===== config.mk =====
export PLATFORM = sky130hd
export DESIGN_NAME = echo_indication_input_flat
export DESIGN_NICKNAME = d
export VERILOG_FILES = /design/src/rtl/echo_indication_input_if.sv /design/src/rtl/echo_indication_input.sv /design/src/flat_wrapper.sv
export SDC_FILE = /design/constraint.sdc
export NUM_CORES = 1
export LEC_CHECK = 0
export BUFFER_PORTS_ARGS = -buffer_cell sky130_fd_sc_hd__buf_4
export CELL_PAD_IN_SITES_DETAIL_PLACEMENT = 2
export CELL_PAD_IN_SITES_GLOBAL_PLACEMENT = 2
export CORE_ASPECT_RATIO = 0.9
export CORE_MARGIN = 2
export CORE_UTILIZATION = 35
export DETAILED_ROUTE_END_ITERATION = 7
export PLACE_DENSITY_LB_ADDON = 0.12
export SLEW_MARGIN = 25
export SYNTH_ARGS = -nofsm -noshare
export SYNTH_HDL_FRONTEND = slang
export SYNTH_SLANG_ARGS = --single-unit

===== constraint.sdc =====
create_clock -name clk -period 4.5 [get_ports clk]
set_clock_uncertainty 0.15 [all_clocks]
set_input_delay 0.225 -clock clk [delete_from_list [all_inputs] [get_ports clk]]
set_output_delay 0.225 -clock clk [all_outputs]
set_load 0.005 [all_outputs]

===== src/rtl/echo_indication_input_if.sv =====
// Pipe beat input and heard-indication output of the echo indication receiver.
// The slave modport is the receiver's view; master is the transport/consumer side.
interface echo_indication_input_if #(
  parameter int unsigned DataWidth = 32
);
  logic                   enq_ena;
  logic [3*DataWidth-1:0] enq_v;
  logic                   enq_rdy;
  logic                   heard_ena;
  logic [DataWidth-1:0]   heard_meth;
  logic [DataWidth-1:0]   heard_v;
  logic                   heard_rdy;

  modport slave (
    input  enq_ena,
    input  enq_v,
    output enq_rdy,
    output heard_ena,
    output heard_meth,
    output heard_v,
    input  heard_rdy
  );

  modport master (
    output enq_ena,
    output enq_v,
    input  enq_rdy,
    input  heard_ena,
    input  heard_meth,
    input  heard_v,
    output heard_rdy
  );
endinterface


===== src/rtl/echo_indication_input.sv =====
// Echo indication receiver: decodes heard beats into a 2-entry ping-pong buffer.
// Define ECHO_INPUT_ERRCNT_EN to add the saturating drop_count port for bad-tag beats.
module echo_indication_input #(
  parameter int unsigned DataWidth   = 32,
  parameter int unsigned TagHeard    = 1,
  parameter int unsigned ErrcntWidth = 16
) (
  input logic clk,
  input logic rst,
  echo_indication_input_if.slave bus
`ifdef ECHO_INPUT_ERRCNT_EN
  ,
  output logic [ErrcntWidth-1:0] drop_count
`endif
);

  logic [DataWidth-1:0] in_v;
  logic [DataWidth-1:0] in_meth;
  logic [DataWidth-1:0] in_tag;

  logic [DataWidth-1:0] slot_meth_q [2];
  logic [DataWidth-1:0] slot_v_q    [2];
  logic                 wptr_q;
  logic                 rptr_q;
  logic [1:0]           count_q;
  logic [1:0]           count_d;

  logic enq_fire;
  logic tag_ok;
  logic push;
  logic deq;

  assign in_v    = bus.enq_v[3*DataWidth-1:2*DataWidth];
  assign in_meth = bus.enq_v[2*DataWidth-1:DataWidth];
  assign in_tag  = bus.enq_v[DataWidth-1:0];

  always_comb begin
    bus.enq_rdy    = (count_q != 2'd2);
    bus.heard_ena  = (count_q != 2'd0);
    bus.heard_meth = '0;
    bus.heard_v    = '0;
    if (count_q != 2'd0) begin
      bus.heard_meth = slot_meth_q[rptr_q];
      bus.heard_v    = slot_v_q[rptr_q];
    end
  end

  // Bad-tag beats still fire the enqueue handshake but never touch the buffer.
  assign enq_fire = bus.enq_ena & bus.enq_rdy;
  assign tag_ok   = (in_tag == DataWidth'(TagHeard));
  assign push     = enq_fire & tag_ok;
  assign deq      = bus.heard_ena & bus.heard_rdy;

  always_comb begin
    count_d = count_q;
    case ({push, deq})
      2'b10:   count_d = count_q + 2'd1;
      2'b01:   count_d = count_q - 2'd1;
      default: count_d = count_q;
    endcase
  end

  always_ff @(posedge clk or posedge rst) begin
    if (rst) begin
      slot_meth_q[0] <= '0;
      slot_meth_q[1] <= '0;
      slot_v_q[0]    <= '0;
      slot_v_q[1]    <= '0;
      wptr_q         <= 1'b0;
      rptr_q         <= 1'b0;
      count_q        <= 2'd0;
    end else begin
      if (push) begin
        slot_meth_q[wptr_q] <= in_meth;
        slot_v_q[wptr_q]    <= in_v;
        wptr_q              <= ~wptr_q;
      end
      if (deq) begin
        rptr_q <= ~rptr_q;
      end
      count_q <= count_d;
    end
  end

`ifdef ECHO_INPUT_ERRCNT_EN
  logic [ErrcntWidth-1:0] drop_q;

  always_ff @(posedge clk or posedge rst) begin
    if (rst) begin
      drop_q <= '0;
    end else if (enq_fire && !tag_ok && (drop_q != '1)) begin
      drop_q <= drop_q + 1'b1;
    end
  end

  assign drop_count = drop_q;
`endif

endmodule


===== src/flat_wrapper.sv =====
// flat-port wrapper written by rule: the top's interface ports become plain ports
module echo_indication_input_flat 
#(
  parameter int unsigned DataWidth   = 32,
  parameter int unsigned TagHeard    = 1,
  parameter int unsigned ErrcntWidth = 16
)
  (clk, rst, bus_enq_ena, bus_enq_v, bus_enq_rdy, bus_heard_ena, bus_heard_meth, bus_heard_v, bus_heard_rdy);
  echo_indication_input_if #(.DataWidth(DataWidth)) bus_i ();
  input logic clk;
  input logic rst;
  input wire logic [$bits(bus_i.enq_ena)-1:0] bus_enq_ena;
  input wire logic [$bits(bus_i.enq_v)-1:0] bus_enq_v;
  output wire logic [$bits(bus_i.enq_rdy)-1:0] bus_enq_rdy;
  output wire logic [$bits(bus_i.heard_ena)-1:0] bus_heard_ena;
  output wire logic [$bits(bus_i.heard_meth)-1:0] bus_heard_meth;
  output wire logic [$bits(bus_i.heard_v)-1:0] bus_heard_v;
  input wire logic [$bits(bus_i.heard_rdy)-1:0] bus_heard_rdy;
  assign bus_i.enq_ena = bus_enq_ena;
  assign bus_i.enq_v = bus_enq_v;
  assign bus_enq_rdy = bus_i.enq_rdy;
  assign bus_heard_ena = bus_i.heard_ena;
  assign bus_heard_meth = bus_i.heard_meth;
  assign bus_heard_v = bus_i.heard_v;
  assign bus_i.heard_rdy = bus_heard_rdy;
  echo_indication_input #(.DataWidth(DataWidth), .TagHeard(TagHeard), .ErrcntWidth(ErrcntWidth)) u_core (.clk(clk), .rst(rst), .bus(bus_i));
endmodule

==> impl_summary.md <==
Drt
Before antenna repair, the detailed router went through 4 iterations. The iteration-0 DRC count of the detailed router is 110. The routed length per instance is 19.5 um. The DRC violation count after routing is 0. The number of nets with antenna violations after routing is 0.

The total routed wirelength is 18100 um. Across all layers, the routed design uses 4399 vias. The detail-routed via count per cell is 4.75.

Yosys
The synthesized netlist devotes 0.200% of its cell area to adder and majority cells. Summing the areas of all compound-gate instances in the mapped netlist gives 0% of the synthesized area. The share of the synthesized area in the top cell type is 52.9%. The post-synth net total is 543. The number of library cell types mapped by synthesis is 22. The mapped cell area is 6250 um^2. Synthesis produced 442 cells. The combinational family with the most area after synthesis is multiplexers. Summing the areas of all xor and xnor instances in the mapped netlist gives 0.701% of the synthesized area. The Yosys step of the flow raised 0 warnings. The sequential element share of the synthesized area is 52.9%. The most frequently used flop master after synthesis is sky130_fd_sc_hd__dfrtp_1. The share of synthesized cell area in and, or, nand and nor gates is 6.15%. The count of state elements after synthesis is 132. The average footprint of a synthesized cell is 14.1 um^2.

In the synthesized netlist, the cells that appear most often are 132 x sky130_fd_sc_hd__dfrtp_1, 67 x sky130_fd_sc_hd__nor2_1, 64 x sky130_fd_sc_hd__mux2_2, 64 x sky130_fd_sc_hd__mux2i_1, 60 x sky130_fd_sc_hd__mux2_4. Sorting the synthesized cells by area gives the leading types as sky130_fd_sc_hd__dfrtp_1 53%, sky130_fd_sc_hd__mux2_4 14%, sky130_fd_sc_hd__mux2_2 12%, sky130_fd_sc_hd__mux2i_1 10%, sky130_fd_sc_hd__nor2_1 4.0%. The number of flops mapped to enable cells by yosys is 0.

The largest total area in the synthesized netlist belongs to sky130_fd_sc_hd__dfrtp_1. In the post-synthesis netlist, the cell with the most instances is sky130_fd_sc_hd__dfrtp_1. The fraction of registers with async set or reset after synthesis is 100%.

The multiplexer share of the synthesized area is 36.9%.

Placed design
After detailed placement, the design holds a cell count of 828. The weighted congestion reported at the end of routability-driven placement is 0.705. Summed over all nets, the half-perimeter wirelength after detailed placement is 10900 um. Buffers placed on the I/O ports in this run total 165.

Layout
Cells fill 51.2% of the core in the end. The relative area change from synthesis to final layout is 43.9%. Of the cells placed in the final design, the portion with a size suffix greater than 1 is 48.7%. After the last flow step, the layout net total stands at 774. The repair_antennas step left the layout with diodes totalling 0. The number of filler cells placed in the layout is 1671. The count of placed standard cells in the final layout, fillers left out is 926.

Power and ir drop
The total chip power is 3100 uW. The maximum VDD drop is 276 uV. Power spread over the standard cell area amounts to 345 nW/um^2. Summed over all cells, the static leakage comes to 0.00419 uW.

Setup path
In this run the critical register-to-register path is captured at u_core.slot_meth_q[15]$_DFFE_PP0P_. The launching element type of the critical path is a register. The worst reg2reg path depth is 5. The critical path class is reg -> out. Of all nets on the critical path, the largest fanout is 54. The minimum setup slack among reg-to-reg paths is 2.03 ns.

At the worst endpoint, the arrival time is 2.45 ns. The beginning of the worst register-to-register path is u_core.count_q[0]$_DFFE_PP0P_. Data on the critical path is required at its endpoint by 4.12 ns. The endpoint type of the worst setup path is an output pin.

CTS
The clock insertion delay at the later pin of the skew report is 0.41 ns. The number of clock buffers added by TritonCTS is 17. The number of buffers on the longest clock path is 2. After clock tree synthesis, the clock-pin slew on the worst setup and hold paths is 0.05 ns.

TritonCTS built the clock tree. The number of clock sinks is 132. In this run the clock root is driven by a sky130_fd_sc_hd__clkbuf_16. CTS built an H-tree with a depth of 4.

The post-CTS setup buffer count is 0.

Hold path
The startpoint of the lowest-slack hold path is bus_heard_rdy. The sink of the worst hold path is u_core.rptr_q$_DFFE_PP0P_. In this run the worst hold path is classified as in -> reg. The cell depth of the worst min-delay path is 3.

Die
The horizontal die dimension is 145 um. The initial standard-cell utilization of the core is 35.6%. The number of core rows is 46. The floorplan step defined a die boundary enclosing 18900 um^2. Measured along the y axis, the die boundary spans 131 um. The core outline area is 17600 um^2. In this run the count of I/O pins placed on the die edge is 166.

GRT
The via count of the first global-routing pass is 5249. Entering global routing, the biggest net connects 103 pins. Global routing consumed, over all layers together, 19.8% of the routing resources. The first global-routing pass estimated 28500 um of wire. The number of antenna violations at the first check in global routing is 0. The leftover overflow at the end of global routing is 0.

Timing
At the pin with the least slew margin, the transition time is 1.03 ns. The number of endpoints failing setup at the final stage is 0. The hold violation count in the final report is 0.

The count of final max-slew check failures is 0. The post-route minimum period is 2.83 ns. The ratio of final minimum period to clock period is 62.8%. Timing would allow up to 354 MHz. The relative max-transition margin is 31.4%.

The aggregate negative setup slack is 0 ns. Setup repair after global routing left no endpoint under its margin.

Run
The count of maximum capacitance violations is 0.

Outcome
The run finished with clean final reports.
[sequential cells by signal (all words and copies together) (netlist names)]
name	flops
u_core.wptr_q	1
u_core.rptr_q	1
u_core.slot_meth_q	64
u_core.slot_v_q	64
u_core.count_q	2
[cell usage in the layout (no fill, tap or decap), types with 3 or more instances in the layout]
master,synthesis,final
sky130_fd_sc_hd__bufinv_16,0,4
sky130_fd_sc_hd__mux2_4,60,60
sky130_fd_sc_hd__dfrtp_1,132,131
sky130_fd_sc_hd__clkbuf_16,0,17
sky130_fd_sc_hd__mux2_2,64,64
sky130_fd_sc_hd__nor2_1,67,66
sky130_fd_sc_hd__clkinv_4,0,4
sky130_fd_sc_hd__clkbuf_8,0,3
sky130_fd_sc_hd__mux2i_1,64,64
sky130_fd_sc_hd__dlygate4sd3_1,0,65
sky130_fd_sc_hd__nor4_1,5,5
sky130_fd_sc_hd__mux2_1,4,4
sky130_fd_sc_hd__xnor2_1,3,3
sky130_fd_sc_hd__buf_4,0,172
[cell families after synthesis]
group	Yosys count
xor gates and xnor gates	5
adders and majority gates	1
buffers and inverters	29
DFF	132
muxes	192
and+or+nand+nor	83
[per-layer routing]
metal | vias up | part of all wire (%) | track usage, %
met5 | - | 0 | 0
li1 | 2006 | - | -
met1 | 2267 | 42 | 23.8
met3 | 16 | 4.5 | 4.59
met2 | 110 | 53 | 35.8
met4 | 0 | 0.94 | 5.08
[power by group]
part / switching, uW / total (uW) / internal (uW) / leakage [uW]
sequential: 76.8 / 1270 / 1190 / 0.00184
combinational: 145 / 324 / 179 / 0.00204
clock: 531 / 1510 / 975 / 0.000309
[through the flow]
stage / worst slack (ns) / hold slack (ns) / area [um^2]
2_1_floorplan: 0.599 / 0.210 / 6250
3_3_place_gp: 1.95 / 0.301 / 7670
3_5_place_dp: 1.88 / 0.313 / 7670
4_1_cts: 1.62 / 0.0195 / 8970
5_1_grt: 1.52 / 0.0357 / 8990
6_report: 1.67 / 0.0472 / 8990
[final cells by class]
type                       count  area [um^2]  share of cell area, %
sequential                   132         3310                   36.8
multi-input combinational    281         2760                   30.6
timing repair buffer         238         1970                   21.9
clock buffer                  21          470                   5.23
tap                          240          300                   3.34
clock inverter                11          175                   1.95
inverter                       3         16.3                  0.181
[critical path, cell delays in order (launching register included)]
cell                      delay, ns
sky130_fd_sc_hd__dfrtp_4       1.11
sky130_fd_sc_hd__buf_4         0.41
sky130_fd_sc_hd__mux2i_1       0.26
sky130_fd_sc_hd__nor2_1        0.07
sky130_fd_sc_hd__buf_4         0.18
[how the worst max path moves through the flow]
stage	start	endpoint	slack, ns
3_5_place_dp	bus_enq_v[29]	u_core.slot_v_q[37]$_DFFE_PP0P_	1.88
5_1_grt	u_core.count_q[0]$_DFFE_PP0P_	bus_heard_meth[20]	1.52
3_3_place_gp	bus_enq_v[29]	u_core.slot_meth_q[13]$_DFFE_PP0P_	1.95
6_report	u_core.rptr_q$_DFFE_PP0P_	bus_heard_v[14]	1.67
4_1_cts	u_core.count_q[1]$_DFFE_PP0P_	bus_heard_meth[9]	1.62
2_1_floorplan	rst	u_core.count_q[0]$_DFFE_PP0P_	0.60
[timing repair]
action | 4_1_cts | 5_1_grt
hold endpoints to repair | 229 | 0
gates resized for setup | 0 | 0
hold buffers | 65 | 0
endpoints found under the setup margin | 0 | 0
No activity file was read; power rests on OpenSTA's default activity.
